## src/rtl/cpu_bus_responder.sv

```systemverilog
// cpu_bus_responder: memory-side responder for the 8-bit CPU data bus.
// Provides 240 bytes of asynchronous-read RAM plus an LED register, a
// prescaled timer with a sticky compare flag, and a small TX byte FIFO
// drained through a valid/ready port.
//
// TX port handshake: tx_valid is high whenever the FIFO holds at least one
// byte and tx_data then shows the oldest byte; a byte leaves the FIFO on
// every rising clk edge where tx_valid and tx_ready are both high. tx_valid
// never depends combinationally on tx_ready.
//
// Address map:
//   0x00-0xEF  RAM (read/write)
//   0xF0       LEDS (read/write)
//   0xF1       TIMER count (read; write loads count and clears prescaler)
//   0xF2       CMP (read/write)
//   0xF3       STATUS (read-only; reading clears match and overflow)
//              {1'b0, count[2:0], overflow, empty, full, match}
//   0xF4       TX_DATA (write pushes into FIFO; reads return 0)
//   0xF5-0xFF  reads return 0, writes ignored
module cpu_bus_responder #(
  parameter int PRESCALE   = 16,
  parameter int FIFO_DEPTH = 4
) (
  input  logic       clk,
  input  logic       rst,
  input  logic [7:0] cpu_addr,
  input  logic       cpu_read,
  input  logic       cpu_write,
  input  logic [7:0] cpu_dout,
  output logic [7:0] cpu_din,
  output logic [7:0] leds,
  output logic       timer_match,
  output logic [7:0] tx_data,
  output logic       tx_valid,
  input  logic       tx_ready
);

  // Widths derived from the parameters; a PRESCALE or FIFO_DEPTH of 1
  // still gets a 1-bit register so every vector has a legal width.
  localparam int PW = (PRESCALE > 1) ? $clog2(PRESCALE) : 1;
  localparam int AW = (FIFO_DEPTH > 1) ? $clog2(FIFO_DEPTH) : 1;
  localparam int CW = $clog2(FIFO_DEPTH + 1);

  localparam logic [PW-1:0] PRESC_LAST = PW'(PRESCALE - 1);
  localparam logic [AW-1:0] PTR_LAST   = AW'(FIFO_DEPTH - 1);
  localparam logic [CW-1:0] CNT_FULL   = CW'(FIFO_DEPTH);

  localparam logic [7:0] ADDR_LEDS   = 8'hF0;
  localparam logic [7:0] ADDR_TIMER  = 8'hF1;
  localparam logic [7:0] ADDR_CMP    = 8'hF2;
  localparam logic [7:0] ADDR_STATUS = 8'hF3;
  localparam logic [7:0] ADDR_TX     = 8'hF4;

  // Storage and state
  logic [7:0]    r_ram [0:239];
  logic [7:0]    r_leds;
  logic [PW-1:0] r_presc;
  logic [7:0]    r_count;
  logic [7:0]    r_cmp;
  logic          r_match;
  logic          r_ovf;
  logic [7:0]    r_fifo [FIFO_DEPTH];
  logic [AW-1:0] r_wptr;
  logic [AW-1:0] r_rptr;
  logic [CW-1:0] r_cnt;

  // Bus decode
  logic       w_is_ram;
  logic       w_wr_ram;
  logic       w_wr_leds;
  logic       w_wr_timer;
  logic       w_wr_cmp;
  logic       w_wr_tx;
  logic       w_rd_status;

  // Timer helpers
  logic       w_tick;
  logic [7:0] w_count_inc;
  logic       w_match_set;

  // FIFO helpers
  logic       w_full;
  logic       w_empty;
  logic       w_pop;
  logic       w_push_ok;
  logic       w_push_drop;
  logic [2:0] w_cnt3;
  logic [7:0] w_status;
  logic [7:0] w_din;

  assign w_is_ram    = (cpu_addr < ADDR_LEDS);
  assign w_wr_ram    = cpu_write && w_is_ram;
  assign w_wr_leds   = cpu_write && (cpu_addr == ADDR_LEDS);
  assign w_wr_timer  = cpu_write && (cpu_addr == ADDR_TIMER);
  assign w_wr_cmp    = cpu_write && (cpu_addr == ADDR_CMP);
  assign w_wr_tx     = cpu_write && (cpu_addr == ADDR_TX);
  assign w_rd_status = cpu_read  && (cpu_addr == ADDR_STATUS);

  // The increment that lands on CMP raises match, unless a CPU load of the
  // count in the same cycle overrides the tick.
  assign w_tick      = (r_presc == PRESC_LAST);
  assign w_count_inc = r_count + 8'd1;
  assign w_match_set = w_tick && !w_wr_timer && (w_count_inc == r_cmp);

  // A push into a full FIFO is only accepted when a pop frees a slot on the
  // same edge; otherwise the byte is dropped and overflow is flagged.
  assign w_full      = (r_cnt == CNT_FULL);
  assign w_empty     = (r_cnt == '0);
  assign w_pop       = !w_empty && tx_ready;
  assign w_push_ok   = w_wr_tx && (!w_full || w_pop);
  assign w_push_drop = w_wr_tx && w_full && !w_pop;

  assign w_cnt3   = 3'(r_cnt);
  assign w_status = {1'b0, w_cnt3, r_ovf, w_empty, w_full, r_match};

  assign leds        = r_leds;
  assign timer_match = r_match;
  assign tx_valid    = !w_empty;
  assign tx_data     = r_fifo[r_rptr];
  assign cpu_din     = w_din;

  // Zero-wait read mux; shows pre-write values when read and write collide.
  always_comb begin
    w_din = 8'h00;
    if (cpu_read) begin
      if (w_is_ram) begin
        w_din = r_ram[cpu_addr];
      end else begin
        case (cpu_addr)
          ADDR_LEDS:   w_din = r_leds;
          ADDR_TIMER:  w_din = r_count;
          ADDR_CMP:    w_din = r_cmp;
          ADDR_STATUS: w_din = w_status;
          default:     w_din = 8'h00;
        endcase
      end
    end
  end

  // RAM write port; contents survive reset.
  always_ff @(posedge clk) begin
    if (!rst && w_wr_ram) begin
      r_ram[cpu_addr] <= cpu_dout;
    end
  end

  // LED register.
  always_ff @(posedge clk) begin
    if (rst) begin
      r_leds <= 8'h00;
    end else if (w_wr_leds) begin
      r_leds <= cpu_dout;
    end
  end

  // Prescaler, timer count and compare register.
  always_ff @(posedge clk) begin
    if (rst) begin
      r_presc <= '0;
      r_count <= 8'h00;
      r_cmp   <= 8'hFF;
    end else begin
      if (w_wr_timer) begin
        r_count <= cpu_dout;
        r_presc <= '0;
      end else begin
        r_presc <= w_tick ? '0 : r_presc + PW'(1);
        if (w_tick) begin
          r_count <= w_count_inc;
        end
      end
      if (w_wr_cmp) begin
        r_cmp <= cpu_dout;
      end
    end
  end

  // Sticky status flags; a set event beats the read-to-clear of STATUS.
  always_ff @(posedge clk) begin
    if (rst) begin
      r_match <= 1'b0;
      r_ovf   <= 1'b0;
    end else begin
      if (w_match_set) begin
        r_match <= 1'b1;
      end else if (w_rd_status) begin
        r_match <= 1'b0;
      end
      if (w_push_drop) begin
        r_ovf <= 1'b1;
      end else if (w_rd_status) begin
        r_ovf <= 1'b0;
      end
    end
  end

  // FIFO storage; no reset needed because the pointers define validity.
  always_ff @(posedge clk) begin
    if (w_push_ok) begin
      r_fifo[r_wptr] <= cpu_dout;
    end
  end

  // FIFO pointers and occupancy count.
  always_ff @(posedge clk) begin
    if (rst) begin
      r_wptr <= '0;
      r_rptr <= '0;
      r_cnt  <= '0;
    end else begin
      if (w_push_ok) begin
        r_wptr <= (r_wptr == PTR_LAST) ? '0 : r_wptr + AW'(1);
      end
      if (w_pop) begin
        r_rptr <= (r_rptr == PTR_LAST) ? '0 : r_rptr + AW'(1);
      end
      case ({w_push_ok, w_pop})
        2'b10:   r_cnt <= r_cnt + CW'(1);
        2'b01:   r_cnt <= r_cnt - CW'(1);
        default: r_cnt <= r_cnt;
      endcase
    end
  end

endmodule

```

## config.mk

```make
export PLATFORM = sky130hd
export DESIGN_NAME = cpu_bus_responder
export DESIGN_NICKNAME = d
export VERILOG_FILES = /design/src/rtl/cpu_bus_responder.sv
export SDC_FILE = /design/constraint.sdc
export NUM_CORES = 2
export LEC_CHECK = 0
export CELL_PAD_IN_SITES_DETAIL_PLACEMENT = 1
export CELL_PAD_IN_SITES_GLOBAL_PLACEMENT = 1
export CORE_UTILIZATION = 50
export DETAILED_ROUTE_END_ITERATION = 16
export PLACE_DENSITY_LB_ADDON = 0.1
export SYNTH_ARGS = -nofsm -noshare
export SYNTH_HDL_FRONTEND = slang
export SYNTH_SLANG_ARGS = --single-unit
```

## constraint.sdc

```tcl
create_clock -name clk -period 3.1 [get_ports clk]
set_clock_uncertainty 0.15 [all_clocks]
set_input_delay 0.465 -clock clk [delete_from_list [all_inputs] [get_ports clk]]
set_output_delay 0.465 -clock clk [all_outputs]
set_load 0.1 [all_outputs]
```

==> impl_table.tex <==
\begin{tabular}{lr}
\hline
Metric & Value \\
\hline
\multicolumn{2}{l}{\textbf{Logic synthesis}} \\
Net count after synthesis & 3801 \\
Post-synthesis area per instance & 20.78 µm² \\
Number of distinct library cells after synthesis & 72 \\
Count of synthesis-stage warnings from yosys & 0 \\
Count of flip-flops with a built-in enable after synthesis & 1952 \\
Share of flip-flops with an asynchronous set or reset after synthesis & 0 \\
Gate Count Post-Synth & 3771 \\
Prevailing post-synth register cell & sky130\_fd\_sc\_hd\_\_edfxtp\_1 \\
Number of register bits inferred by synthesis & 1991 \\
Sequential area share after synthesis & 0.7579 \\
Netlist area before placement & 78370 µm² \\
\multicolumn{2}{l}{\textbf{Drt}} \\
Remaining routing DRC violations & 0 \\
Remaining antenna violation count after routing & 0 \\
Number of vias per cell after detailed routing & 6.166 \\
Initial DRC count & 4550 \\
Detailed-routing iteration count for the pre-antenna-repair pass & 7 \\
Routed via count & 42.33k \\
Wirelength per Cell & 33.01 µm \\
Routed wire length & 226600 µm \\
\multicolumn{2}{l}{\textbf{Layout}} \\
Count of fill cells added during filler insertion & 13.05k \\
Fraction of final layout cells sized beyond drive strength 1 & 0.3638 \\
Number of nets in the layout & 4688 \\
Layout Area Growth over Synthesis & 20.61\% \\
Finished layout cell area & 94520 µm² \\
Most common library cell in the layout ignoring fill and taps & sky130\_fd\_sc\_hd\_\_edfxtp\_1 \\
Number of cells in the finished layout apart from fillers & 6865 \\
Final Util & 0.6107 \\
Commonest cells after routing, fill and taps aside & sky130\_fd\_sc\_hd\_\_edfxtp\_1 (1952), sky130\_fd\_sc\_hd\_\_buf\_4 (778), sky130\_fd\_sc\_hd\_\_mux4\_2 (474) \\
\multicolumn{2}{l}{\textbf{Power}} \\
PwrDens & 598.0 nW/µm² \\
LEAKAGE & 31.53 nW \\
Seq pwr share & 0.523 \\
Proportion of power drawn by the clock network & 0.414 \\
Internal Power & 44.21 mW \\
Combinational fraction of design power & 0.063 \\
Sw power & 12.31 mW \\
Pwr Total & 56.53 mW \\
Switching share of power & 0.2178 \\
Peak VDD IR & 0.5950 mV \\
\multicolumn{2}{l}{\textbf{STA}} \\
Sum of negative setup slack & -6933 ps \\
F\_max & 0.2374 GHz \\
Count of endpoints failing hold in the final timing report & 0 \\
Max-Slew Margin vs Limit & 0.3667 \\
Final critical-path required period & 4212 ps \\
Max Slew Vio Count & 0 \\
Unrepaired setup endpoints after global routing & true \\
Worst Setup Slack, final & -1112 ps \\
Measured slew at the worst slew-check pin & 950.0 ps \\
Number of setup violations in the final report & 8 \\
Final worst-path cycle share & 1.359 \\
\multicolumn{2}{l}{\textbf{Floorplan}} \\
Number of placement rows & 144 \\
Floorplan die area & 158300 µm² \\
Initial Utilization & 0.5064 \\
Die H & 397.9 µm \\
Core area & 154800 µm² \\
Width of the die & 397.9 µm \\
IO Pins & 47 \\
\multicolumn{2}{l}{\textbf{Setup path}} \\
CP Max Fanout & 1 \\
Critical Setup Path Class & reg2out \\
CP endpoint kind & output pin \\
CP Data Arrival Time & 3600 ps \\
WP data required & 2480 ps \\
Critical path launch point type & flip-flop \\
\multicolumn{2}{l}{\textbf{Placed design}} \\
Placement-stage cell area & 87560 µm² \\
Detailed Place HPWL & 150700 µm \\
Number of instances in the placed design & 6487 \\
Count of input and output buffers & 46 \\
Routability-driven placement congestion ratio & 0.8814 \\
\multicolumn{2}{l}{\textbf{Clock network}} \\
Later-pin clock latency in the skew report & 820 ps \\
CTS Root Cell & sky130\_fd\_sc\_hd\_\_clkbuf\_16 \\
Number of levels the H-tree was split into & 4 \\
CTS clock-pin slew for the worst setup and hold paths & 60 ps \\
TritonCTS clock tree & yes \\
Number of clock sinks & 1991 \\
Max clock buf depth & 3 \\
Number of buffers created by CTS & 201 \\
\multicolumn{2}{l}{\textbf{Global routing}} \\
Antenna violations before repair & 10 \\
GRT Util Overall & 0.2889 \\
Vias in the first global route & 44.65k \\
Global-route wire length before repair & 323800 µm \\
Remaining global-route overflow & 0 \\
Largest net degree at the start of global routing & 92 \\
\multicolumn{2}{l}{\textbf{Min path}} \\
Type of the worst min-delay path & in2reg \\
\multicolumn{2}{l}{\textbf{Outcome}} \\
Result of the run & complete, but fails checks \\
Violated checks & negative setup slack \\
\multicolumn{2}{l}{\textbf{Job}} \\
Number of maximum-capacitance constraint violations & 0 \\
\hline
\end{tabular}
==> cells in the mapped netlist (16+ instances only) <==
| library cell | n | area, µm² |
|---|---|---|
| sky130_fd_sc_hd__and3_1 | 16 | 100.1 |
| sky130_fd_sc_hd__dfxtp_1 | 39 | 780.8 |
| sky130_fd_sc_hd__a21oi_1 | 36 | 180.2 |
| sky130_fd_sc_hd__buf_2 | 57 | 285.3 |
| sky130_fd_sc_hd__nand2_1 | 123 | 461.7 |
| sky130_fd_sc_hd__nor2_1 | 314 | 1179 |
| sky130_fd_sc_hd__clkbuf_1 | 82 | 307.8 |
| sky130_fd_sc_hd__buf_4 | 24 | 180.2 |
| sky130_fd_sc_hd__mux4_2 | 471 | 10610 |
| sky130_fd_sc_hd__nor3_1 | 21 | 105.1 |
| sky130_fd_sc_hd__o21ai_0 | 35 | 175.2 |
| sky130_fd_sc_hd__mux2i_1 | 144 | 1441 |
| sky130_fd_sc_hd__nor2b_1 | 17 | 106.4 |
| sky130_fd_sc_hd__o22ai_1 | 61 | 381.6 |
| sky130_fd_sc_hd__a211oi_1 | 19 | 142.6 |
| sky130_fd_sc_hd__nand3_1 | 41 | 205.2 |
| sky130_fd_sc_hd__mux2_2 | 26 | 292.8 |
| sky130_fd_sc_hd__edfxtp_1 | 1952 | 58620 |
| sky130_fd_sc_hd__buf_6 | 37 | 416.7 |
| sky130_fd_sc_hd__a22oi_1 | 20 | 150.1 |
==> critical path, cell delays in order (launching register included) <==
cell                       delay, ps
sky130_fd_sc_hd__edfxtp_1        410
sky130_fd_sc_hd__mux4_2          520
sky130_fd_sc_hd__mux4_2          540
sky130_fd_sc_hd__a22oi_2         260
sky130_fd_sc_hd__o211ai_1        280
sky130_fd_sc_hd__buf_4           220
sky130_fd_sc_hd__a32o_4          360
sky130_fd_sc_hd__buf_12          180
==> registers in the layout (all words and copies together) (netlist names), named ones only <==
signal,flops
leds,8
r_presc,4
r_fifo,32
r_ram,1920
r_count,8
r_cmp,8
r_ovf,1
r_wptr,2
r_cnt,3
timer_match,1
r_rptr,2
==> area by class of cell <==
type / count / area (µm²) / share of cell area
multi-input cells: 1550 / 17990 / 0.1904
diodes: 2 / 5.005 / 0.00005295
well taps: 2044 / 2557 / 0.02706
flip-flops and latches: 1991 / 59400 / 0.6284
inverters: 10 / 40.04 / 0.0004236
clock buffers: 259 / 5363 / 0.05674
clock inverters: 105 / 930.9 / 0.009849
repair buffers: 904 / 8232 / 0.08709
==> logic make-up after synthesis <==
logic type                 Yosys count  share of synthesized area
AOI/OAI and AO/OA                  254                    0.02195
xor gates and xnor gates            25                   0.002794
DFF                               1991                     0.7579
and+or+nand+nor                    607                    0.03415
muxes                              655                     0.1622
adders and majority gates            9                   0.001533
buffers and inverters              230                    0.01948
==> power groups by stage <==
stage          Sequential, mW  Clock (mW)  Combinational (mW)
3_3_place_gp             30.1           0                3.34
5_1_grt                  29.6        24.6                3.70
2_1_floorplan            30.1           0                1.61
3_5_place_dp             30.1           0                3.44
4_1_cts                  29.6        23.7                3.50
6_report                 29.6        23.4                3.56
==> final timing paths <==
| check | slack, ps | cells past startpoint | to | from |
|---|---|---|---|---|
| min reg2reg | 300 | 1 | r_presc[0]$_SDFF_PP0_ | r_presc[0]$_SDFF_PP0_ |
| min | 60 | 1 | r_ram[110][5]$_DFFE_PP_ | cpu_dout[5] |
| max | -1110 | 7 | cpu_din[3] | r_ram[203][3]$_DFFE_PP_ |
| max reg2reg | 280 | 12 | r_cnt[2]$_SDFFE_PP0P_ | r_cnt[0]$_SDFFE_PP0P_ |
==> metal layers <==
metal	wire length, µm	up-vias	track usage
met4	5273	2	0.07411
met5	13	-	0
li1	-	17394	-
met3	16860	276	0.04508
met1	92480	22860	0.4092
met2	112000	1796	0.4720
==> timing repair <==
item / CTS / global route
endpoints found under the setup margin: 8 / 12
cloned: 0 / 2
gates resized for setup: 66 / 46
setup buffers: 0 / 16
pin swaps: 20 / 19
hold buffers: 1 / 0
endpoints found under the hold margin: 32 / 0
==> through the flow <==
step                worst slack [ps]  hold WS [ps]
floorplan                     -120.0         267.6
global placement               -1493         277.9
detailed placement             -1488         297.7
CTS                            -1116         12.16
global route                   -1133         44.89
finish                         -1112         58.00
Power figures use the tool's default switching activity.
